--- src/rtl/mem_pkg.sv ---
// Shared definitions for the memory arbiter slice.
// Provides the owner encoding used to tag commands travelling down the
// pipeline, the RAM read/write encoding and the default bus widths.
package mem_pkg;

    typedef enum logic {
        OWN_FETCH = 1'b0,
        OWN_DATA  = 1'b1
    } owner_t;

    typedef enum logic {
        MEM_READ  = 1'b0,
        MEM_WRITE = 1'b1
    } mem_rw_t;

    localparam int DEF_AW = 32;
    localparam int DEF_DW = 32;

endpackage

--- src/rtl/rr_arbiter2.sv ---
// Two-input round-robin grant with lock override.
// Ports:
//   req_fetch, req_data  - qualified requests (already masked by reset)
//   locked               - data port holds the RAM; fetch cannot be granted
//   fetch_prio           - a lock just expired; fetch wins the next contention
//   last_owner           - port granted most recently
//   gnt_fetch, gnt_data  - one-hot (or zero) grant for this cycle
//   next_owner           - value for last_owner after this cycle
module rr_arbiter2
    import mem_pkg::*;
(
    input  logic   req_fetch,
    input  logic   req_data,
    input  logic   locked,
    input  logic   fetch_prio,
    input  owner_t last_owner,
    output logic   gnt_fetch,
    output logic   gnt_data,
    output owner_t next_owner
);

    logic fetch_ok;

    assign fetch_ok = req_fetch & ~locked;

    always_comb begin
        gnt_fetch  = 1'b0;
        gnt_data   = 1'b0;
        next_owner = last_owner;
        if (fetch_ok && req_data) begin
            // Contention: the port that did not win last time goes now,
            // unless an expired lock owes fetch a turn.
            if (fetch_prio || last_owner == OWN_DATA) begin
                gnt_fetch = 1'b1;
            end else begin
                gnt_data = 1'b1;
            end
        end else if (fetch_ok) begin
            gnt_fetch = 1'b1;
        end else if (req_data) begin
            gnt_data = 1'b1;
        end
        if (gnt_fetch) begin
            next_owner = OWN_FETCH;
        end else if (gnt_data) begin
            next_owner = OWN_DATA;
        end
    end

endmodule

--- src/rtl/memory_arbiter.sv ---
// Shares one single-port, word-addressed RAM between the instruction-fetch
// path and the load/store path. Grants are combinational; the winner is
// registered onto the RAM ports (command stage), and one cycle later the
// owner tag is registered again so it lines up with the RAM's registered
// read data (response stage). Fixed two-cycle grant-to-rvalid latency.
// Ports:
//   clk, rst                    - clock, synchronous active-high reset
//   if_req/if_a                 - fetch read request and address
//   if_gnt/if_rvalid/if_rdata   - fetch accept, read valid, read data
//   d_req/d_rw/d_a/d_din/d_lock - data request, write flag, address,
//                                 write data, hold-RAM-after-grant
//   d_gnt/d_rvalid/d_rdata      - data accept, completion, read data
//   ram_a/ram_din/ram_rw        - registered RAM command
//   ram_dout                    - RAM registered read data
module memory_arbiter
    import mem_pkg::*;
#(
    parameter int AW       = DEF_AW,
    parameter int DW       = DEF_DW,
    parameter int LOCK_MAX = 4
) (
    input  logic          clk,
    input  logic          rst,
    input  logic          if_req,
    input  logic [AW-1:0] if_a,
    output logic          if_gnt,
    output logic          if_rvalid,
    output logic [DW-1:0] if_rdata,
    input  logic          d_req,
    input  logic          d_rw,
    input  logic [AW-1:0] d_a,
    input  logic [DW-1:0] d_din,
    input  logic          d_lock,
    output logic          d_gnt,
    output logic          d_rvalid,
    output logic [DW-1:0] d_rdata,
    output logic [AW-1:0] ram_a,
    output logic [DW-1:0] ram_din,
    output logic          ram_rw,
    input  logic [DW-1:0] ram_dout
);

    localparam logic [7:0] LOCK_LIMIT = 8'(LOCK_MAX);

    owner_t     last_owner;
    owner_t     next_owner;
    owner_t     cmd_owner;
    owner_t     rsp_owner;
    logic       cmd_valid;
    logic       rsp_valid;
    logic       locked;
    logic       fetch_prio;
    logic [7:0] lock_cnt;
    logic       lock_expire;
    logic       gnt_fetch;
    logic       gnt_data;

    rr_arbiter2 u_arb (
        .req_fetch  (if_req & ~rst),
        .req_data   (d_req & ~rst),
        .locked     (locked),
        .fetch_prio (fetch_prio),
        .last_owner (last_owner),
        .gnt_fetch  (gnt_fetch),
        .gnt_data   (gnt_data),
        .next_owner (next_owner)
    );

    assign if_gnt = gnt_fetch;
    assign d_gnt  = gnt_data;

    // The lock ends on the cycle the counter would reach the limit, so fetch
    // is blocked for at most LOCK_MAX consecutive locked cycles.
    assign lock_expire = locked && ((lock_cnt + 8'd1) == LOCK_LIMIT);

    always_ff @(posedge clk) begin
        if (rst) begin
            last_owner <= OWN_FETCH;
            cmd_valid  <= 1'b0;
            cmd_owner  <= OWN_FETCH;
            rsp_valid  <= 1'b0;
            rsp_owner  <= OWN_FETCH;
            ram_a      <= '0;
            ram_din    <= '0;
            ram_rw     <= MEM_READ;
            locked     <= 1'b0;
            fetch_prio <= 1'b0;
            lock_cnt   <= '0;
        end else begin
            last_owner <= next_owner;

            // Command stage
            cmd_valid <= gnt_fetch | gnt_data;
            if (gnt_fetch) begin
                cmd_owner <= OWN_FETCH;
                ram_a     <= if_a;
                ram_rw    <= MEM_READ;
            end else if (gnt_data) begin
                cmd_owner <= OWN_DATA;
                ram_a     <= d_a;
                ram_din   <= d_din;
                ram_rw    <= d_rw;
            end else begin
                ram_rw <= MEM_READ;
            end

            // Response stage
            rsp_valid <= cmd_valid;
            rsp_owner <= cmd_owner;

            // Lock tracking. Expiry beats a same-cycle re-arm, and re-arming
            // stays blocked until fetch has had its owed turn.
            if (lock_expire) begin
                locked     <= 1'b0;
                fetch_prio <= 1'b1;
                lock_cnt   <= LOCK_LIMIT;
            end else begin
                if (locked && lock_cnt != LOCK_LIMIT) begin
                    lock_cnt <= lock_cnt + 8'd1;
                end
                if (gnt_data) begin
                    if (!d_lock) begin
                        locked <= 1'b0;
                    end else if (!locked && !fetch_prio) begin
                        locked   <= 1'b1;
                        lock_cnt <= '0;
                    end
                end
            end
            if (gnt_fetch) begin
                fetch_prio <= 1'b0;
            end
        end
    end

    assign if_rvalid = rsp_valid && (rsp_owner == OWN_FETCH);
    assign d_rvalid  = rsp_valid && (rsp_owner == OWN_DATA);
    assign if_rdata  = ram_dout;
    assign d_rdata   = ram_dout;

endmodule
--- config.mk ---
export PLATFORM = sky130hd
export DESIGN_NAME = memory_arbiter
export DESIGN_NICKNAME = d
export VERILOG_FILES = /design/src/rtl/mem_pkg.sv /design/src/rtl/rr_arbiter2.sv /design/src/rtl/memory_arbiter.sv
export SDC_FILE = /design/constraint.sdc
export NUM_CORES = 1
export LEC_CHECK = 0
export CORE_MARGIN = 8
export CORE_UTILIZATION = 37
export DETAILED_ROUTE_END_ITERATION = 16
export HOLD_SLACK_MARGIN = 0.03
export PLACE_DENSITY = 0.95
export SLEW_MARGIN = 20
export SYNTH_ARGS = -nofsm -noshare
export SYNTH_HDL_FRONTEND = slang
export SYNTH_SLANG_ARGS = --single-unit
--- constraint.sdc ---
create_clock -name clk -period 5.26 [get_ports clk]
set_clock_uncertainty 0.1 [all_clocks]
set_input_delay 1.578 -clock clk [delete_from_list [all_inputs] [get_ports clk]]
set_output_delay 1.578 -clock clk [all_outputs]
set_load 0.1 [all_outputs]
; After elaboration in Yosys (flattened, before gate mapping)
; Cells that the tools add are included.
[word_totals]
register_bits = 79
output_inout_bits = 133
inputBits = 134
wordCells = 55
[op_classes]
n_mux = 16
n_bitwise = 9
n_eq_ne = 3
n_addsub = 1
reduce_logical = 15
[ops]
columns = cell, n
row1 = 32-bit 2-to-1 mux, 2
row2 = 8-bit 2-to-1 mux, 4
row3 = 1-bit 2-to-1 mux, 9
row4 = "8-bit by 1-bit adder with 8-bit output, second input constant", 1
row5 = "8-bit by 3-bit equality test with 1-bit output, second input constant", 1
row6 = "8-bit by 3-bit != test with 1-bit output, second input constant", 1
row7 = 1-bit logical AND, 6
row8 = 1-bit NOT, 5
row9 = 2-bit AND reduction, 2
row10 = 2-bit OR reduction, 2
row11 = 1-bit AND, 3
row12 = 3-bit 2-to-1 mux, 1
row13 = 3-bit OR reduction, 1
row14 = 1-bit zero test, 2
row15 = "2-bit by 1-bit != test with 1-bit output, second input constant", 1
row16 = 2-bit nonzero test, 1
row17 = 1-bit logical OR, 1
row18 = 1-bit OR, 1

; Logic depth before layout (Yosys ltp)
; Gate-level depths: netlist of run 1.
[depth]
word_depth = 7
ltp_mapped = 8

; By module
; Synthesis of run 1 repeated with hierarchy kept, for this count alone.
[hier_totals]
hier_cells = 469
hier_area_um2 = 3794.9
[modules_own_cells]
columns = module, cells_per_inst, seq_area_each_um2, instances, area_each_um2
row1 = memory_arbiter, 462, 1601.5, 1, 3739.8
row2 = rr_arbiter2, 7, 0.0, 1, 55.1

; Worst setup path after synthesis of run 1
; OpenSTA, ideal clock, no wires.
[synth_timing]
path_kind = input to output
from = in rst
to = out d_gnt
required_ns = 3.582
path_slack_ns = 0.437
arrival_time_ns = 3.145
n_path_buf = 2
path_stages = 5
path_cell_list = clkbuf_1 -> nor2b_1 -> o21ai_1 -> inv_2 -> clkbuf_1
[synth_via]
elab_chain_len = 5
word_cells_on_any_way = 8
[synth_rtl]
columns = element, line
row1 = from (decl), memory_arbiter.sv:23  ; input logic rst,
row2 = 1-bit NOT *, "memory_arbiter.sv:59, memory_arbiter.sv:60"
row3 = "1-bit AND, on equally long branches", "memory_arbiter.sv:60, memory_arbiter.sv:59"
row4 = 1-bit 2-to-1 mux or 1-bit AND (tied branches), "rr_arbiter2.sv:40, rr_arbiter2.sv:24"
row5 = 1-bit 2-to-1 mux or 1-bit logical AND (tied branches), "rr_arbiter2.sv:38, rr_arbiter2.sv:30"
row6 = 1-bit 2-to-1 mux *, rr_arbiter2.sv:30  ; if (fetch_ok && req_data) begin
row7 = to (decl), memory_arbiter.sv:34  ; output logic d_gnt,
; Every way passes the cells marked *; elsewhere a longest branch is shown, timed or not.

; Worst setup path after layout of run 1
[layout_timing]
from = in if_req
to = out if_gnt
[layout_via]
elab_chain_len = 4
word_cells_on_any_way = 5
[layout_rtl]
columns = element, line
row1 = from (decl), memory_arbiter.sv:24  ; input logic if_req,
row2 = 1-bit AND *, memory_arbiter.sv:59  ; .req_fetch (if_req & ~rst),
row3 = 1-bit AND *, rr_arbiter2.sv:24  ; assign fetch_ok = req_fetch & ~locked;
row4 = 1-bit 2-to-1 mux or 1-bit logical AND (tied branches), "rr_arbiter2.sv:38, rr_arbiter2.sv:30"
row5 = 1-bit 2-to-1 mux *, rr_arbiter2.sv:30
row6 = to (decl), memory_arbiter.sv:26  ; output logic if_gnt,
; Marked as above.

==> results of run 1 <==
placed cells by master, fill, tap and decap left out, types with 2 or more instances in the layout:
master,n
inv_1,5
clkbuf_8,12
and2_1,2
xnor2_1,4
a311oi_1,32
clkinv_2,2
nand2_1,132
ha_1,2
buf_12,2
nor3_1,3
buf_4,5
nor2b_1,5
dfxtp_1,79
nor4_1,3
nor2_1,45
clkdlybuf4s50_1,167
nand3_1,2
a21oi_1,35
or3_1,3
nand4_1,2
registers in the layout, indices dropped and copies added (netlist names):
name,cells
ram_a,32
ram_din,32
lock_cnt,8
cmd_owner,1
cmd_valid,1
fetch_prio,1
locked,1
ram_rw,1
rsp_owner,1
rsp_valid,1
kinds of logic (layout without fill, tap and decap cells):
group | after synthesis | in the layout | share of synthesized area
DFF | 79 | 79 | 0.436
and+or+nand+nor | 201 | 201 | 0.226
xor gates and xnor gates | 5 | 5 | 0.0121
AOI/OAI and AO/OA | 72 | 72 | 0.137
adders and majority gates | 2 | 2 | 0.00690
buffers and inverters | 100 | 197 | 0.180
muxes | 1 | 1 | 0.00276
power breakdown:
group	internal (mW)	leakage, nW	total [mW]	switching [mW]
Combinational	0.159	1.14	0.506	0.347
Sequential	0.635	0.649	0.654	0.0199
Clock	0.206	0.0942	0.417	0.210
metrics by stage:
stage               setup WS, ns  cells
detailed placement         0.447    675
floorplan                  0.437    460
global route               0.397    690
finish                     0.458    690
global placement           0.484    675
CTS                        0.451    690
worst register-to-register path, stage by stage, from the launching register on:
cell	delay, ns
dfxtp_1	0.40
nand2b_4	0.20
a21oi_4	0.77
buf_4	0.42
nor2_1	0.07
a311oi_1	0.27
synthesized netlist by cell type (3+ instances only):
| cell type | instances | area (µm²) |
|---|---|---|
| a21oi_1 | 36 | 180 |
| a311oi_1 | 32 | 280 |
| buf_4 | 64 | 480 |
| buf_6 | 4 | 45.0 |
| clkbuf_1 | 21 | 78.8 |
| dfxtp_1 | 79 | 1580 |
| inv_1 | 5 | 18.8 |
| nand2_1 | 132 | 495 |
| nor2_1 | 45 | 169 |
| nor2b_1 | 5 | 31.3 |
| nor3_1 | 3 | 15.0 |
| nor4_1 | 3 | 18.8 |
| or3_1 | 3 | 18.8 |
| xnor2_1 | 4 | 35.0 |
area by class of cell:
type	count	area, µm²	share of cell area
Inverter	7	31.3	0.00611
Timing Repair Buffer	175	1750	0.342
Clock buffer	12	165	0.0322
Multi-Input combinational cell	281	1410	0.275
Sequential cell	79	1580	0.309
Tap cell	133	166	0.0325
Clock inverter	3	17.5	0.00342
layer usage:
metal	track usage	vias to the layer above
li1	-	1640
met3	0.0525	32
met2	0.264	153
met5	0	-
met1	0.166	1482
met4	0.0893	0
path summary, 6_finish.rpt:
kind                                 from         to  depth (start not counted)
worst max register to register     locked   ram_a[9]                          5
worst min register to register  cmd_valid  rsp_valid                          1
worst max-delay path               if_req     if_gnt                          5
worst min-delay path            cmd_valid  rsp_valid                          1
==> metrics, run 1 <==
fin area=0.00512 mm²; via/cell ratio=4.79; met2 routed WL=5230 µm; CTS Buf Count=9; Slew headroom=0.288; Pleak=1.88 nW; Clk Latency, worst-skew pair=0.34 ns; RSZ-0062 raised after global routing=false; largest net degree at the start of global routing=72; initial antenna violation count=0; status=complete, no violations; Setup CP Type=primary input to primary output; r2r setup slk=2.93 ns; row count=36; Arr. time, crit path=3.12 ns; Initial Utilization=0.376; gr usage total=0.156; grt ovf=0; asr flop ratio synth=0; pwr/cell area=308 mW/mm²; postcts setup bufs=0; CP delay by family, top=buffers and inverters; count of final setup violators=0; Top Layer Used=met4; # fillers=897; initial DRC count=197; synthesis warning total=0; total design power=1.58 mW; Buf/Inv on CP=3; vias=3307; Ant. Diodes=0; post_cts resized=0; Final Max Tran Viols=0; first-pass GRT wire length=16400 µm; DPL Wire Length=8160 µm; Synth Instances=460; Final Core Density=0.532; sequential share of the synthesized area=0.436; clock-pin transition on the worst setup and hold timing paths=0.07 ns; min cycle time layout=4.80 ns; slowest stage cell, crit path=clkdlybuf4s50_1; Routed WL=10600 µm; Main synth FF type=dfxtp_1; Synth Register Bits=79; DIE AREA=0.0132 mm²; FMAX=208 MHz; startpoint types=primary input; Nets=689; cell area after placement=0.00494 mm²; Routed wire per std cell=15.3 µm; Cell variety after synth=32; Die Wd=115 µm; TritonRoute pass-1 iters=5; Hold Slack=0.344 ns; Slew @ Worst Pin=1.07 ns; Routed Antenna Nets=0; Critical Path End Type=primary output; core area=0.00964 mm²; Fin. Hold Viols=0; vias in the first global route=3345; met3 wire length=936 µm; layout cell share with drive strength beyond 1=0.0521; Syn Nets=596; max incr delay on CP=0.53 ns; IO Port Bufs=170; crit-path max FO=35; drc violations=0; Avg Cell Area, Syn=7.89 µm²; Placer Congestion=0.792; CTS tree=done; peak supply drop=0.161 mV; H-tree levels=3; worst-case clock buffer depth=2; DIE HEIGHT=115 µm; post-route clock period utilization=0.913; CTS Hold Buffers Added=0; Clock Tree Root=clkbuf_8; CTS Sinks=79; HP Class=flop to flop; setup_tns=0 ns; worst-path cell chain=clkdlybuf4s50_1 -> nand2b_4 -> or3_1 -> inv_6 -> buf_12; Mapped Area=0.00363 mm²; Area growth syn-to-layout=41.3%; Worst Path Required=3.58 ns; Post-synth EDFFs=0; I/O pins=267; WL met1=4080 µm; Max-Cap Viols=0
Note: power is estimated with default switching activity, not from simulation.
==> run 2, diff against run 1 <==
- SLEW_MARGIN: 20 -> 40
==> run 2 against run 1 <==
Net effect: clock-buffer cell count unchanged; final cell count up 0.29%; largest cell class is now flip-flops and latches; first-iteration DRC count up 17%; die area unchanged; worst hold slack worse by 0.0043 ns; clock power up 6.0%; register-to-register slack better by 0.30 ns; wire length down 0.54%.
==> metrics, run 2 (synthesis gave the netlist of run 1 again) <==
most common cell after layout, fill and taps aside=nand2_1; vias=3337; Buf/Inv on CP=3; CTS Sinks=79; most frequent cells in the layout=nand2_1, clkdlybuf4s50_1, dfxtp_1; drc violations=0; clock-pin transition on the worst setup and hold timing paths=0.07 ns; Initial Utilization=0.376; Placer Congestion=0.792; Routed wire per std cell=15.2 µm; post-route clock period utilization=0.910; CP Depth=5; CP delay by family, top=buffers and inverters; TritonRoute pass-1 iters=4; HP Class=flop to flop; Die Wd=115 µm; Setup CP Type=primary input to primary output; Worst Slack Setup Final=0.475 ns; peak supply drop=0.177 mV; Max-Cap Viols=0; min cycle time layout=4.78 ns; Post-Place Cells=676; Fin. Hold Viols=0; DPL Wire Length=7970 µm; Slew @ Worst Pin=0.765 ns; initial antenna violation count=0; FMAX=209 MHz; Worst Path Required=3.58 ns; Final Max Tran Viols=0; Ant. Diodes=0; fin area=0.00481 mm²; CTS Buf Count=9; dpl ws=0.452 ns; row count=36; pwr/cell area=327 mW/mm²; I/O pins=267; grt ovf=0; Arr. time, crit path=3.11 ns; post-route insts no fill=692; worst-path cell chain=clkdlybuf4s50_1 -> nand2b_4 -> or3_1 -> inv_6 -> buf_12; DIE AREA=0.0132 mm²; Routed Antenna Nets=0; cell area after placement=0.00462 mm²; worst hold path depth=1; crit-path max FO=35; via/cell ratio=4.82; count of final setup violators=0; Clock Tree Root=clkbuf_8; Hold Slack=0.340 ns; Critical Path End Type=primary output; status=complete, no violations; vias in the first global route=3480; postcts setup bufs=0; largest net degree at the start of global routing=72; setup_tns=0 ns; Clk Latency, worst-skew pair=0.34 ns; core area=0.00964 mm²; max incr delay on CP=0.53 ns; Worst R2R Path Depth=5; DIE HEIGHT=115 µm; Pleak=2.00 nW; Nets=690; initial DRC count=231; first-pass GRT wire length=16600 µm; CTS tree=done; Area growth syn-to-layout=32.6%; post_cts resized=0; layout cell share with drive strength beyond 1=0.172; CTS Hold Buffers Added=0; Routed WL=10500 µm; H-tree levels=3; top flop regs=ram_a x32, ram_din x32, lock_cnt x8; gr usage total=0.157; IO Port Bufs=170; Slew headroom=0.490; slowest stage cell, crit path=clkdlybuf4s50_1; worst-case clock buffer depth=2; startpoint types=primary input; RSZ-0062 raised after global routing=false
-- run 2: changes by cell type in the layout (fill, tap and decap cells not counted) --
| cell | previous run | this run |
|---|---|---|
| clkinvlp_4 | 1 | 0 |
| clkbuf_8 | 12 | 10 |
| buf_2 | 1 | 68 |
| buf_8 | 0 | 1 |
| clkdlybuf4s50_1 | 167 | 100 |
| clkbuf_1 | 0 | 2 |
| clkinv_2 | 2 | 3 |
| bufinv_16 | 0 | 1 |
-- run 2: worst reg2reg max path, cell delays in order, from the launching register on --
cell      delay, ns
dfxtp_1        0.41
nand2b_4       0.21
a21oi_4        0.53
buf_4          0.37
nor2_1         0.07
a311oi_1       0.25
-- run 2: final timing paths --
check             startpoint        end  slack [ns]
setup / recovery      if_req     if_gnt        0.48
setup reg to reg      locked  ram_a[11]        3.23
hold reg to reg    cmd_valid  rsp_valid        0.34
hold / removal     cmd_valid  rsp_valid        0.34
-- run 2: stage by stage --
| stage | power (mW) | utilization |
|---|---|---|
| final | 1.57 | 0.499 |
| after global routing | 1.65 | 0.499 |
| after floorplan | 1.24 | - |
| after global placement | 1.17 | 0.513 |
| after CTS | 1.59 | 0.499 |
| after detailed placement | 1.15 | 0.479 |
-- run 2: cell type report --
type	instances	area [µm²]
Fill cell	932	4830
Sequential cell	79	1580
Inverter	7	31.3
Multi-Input combinational cell	281	1410
Clock inverter	4	45.0
Timing Repair Buffer	176	1430
Tap cell	133	166
Clock buffer	12	145
-- run 2: where the power goes --
group	total [mW]	switching, mW	internal, mW
clock network	0.442	0.212	0.231
registers	0.654	0.0191	0.635
logic	0.476	0.346	0.129
total	1.57	0.577	0.995
-- run 2: layer usage --
metal	up-vias	routed length (µm)	global-route usage
met5	-	0	0
met4	0	333	0.0884
met3	31	1040	0.0541
met2	151	5150	0.269
met1	1510	4010	0.167
li1	1645	-	-
==> run 3, diff against run 2 <==
- CTS_CLUSTER_SIZE: not set -> 25
==> results of run 3 <==
The final DEF is identical to that of run 2; final timing and power are the same.
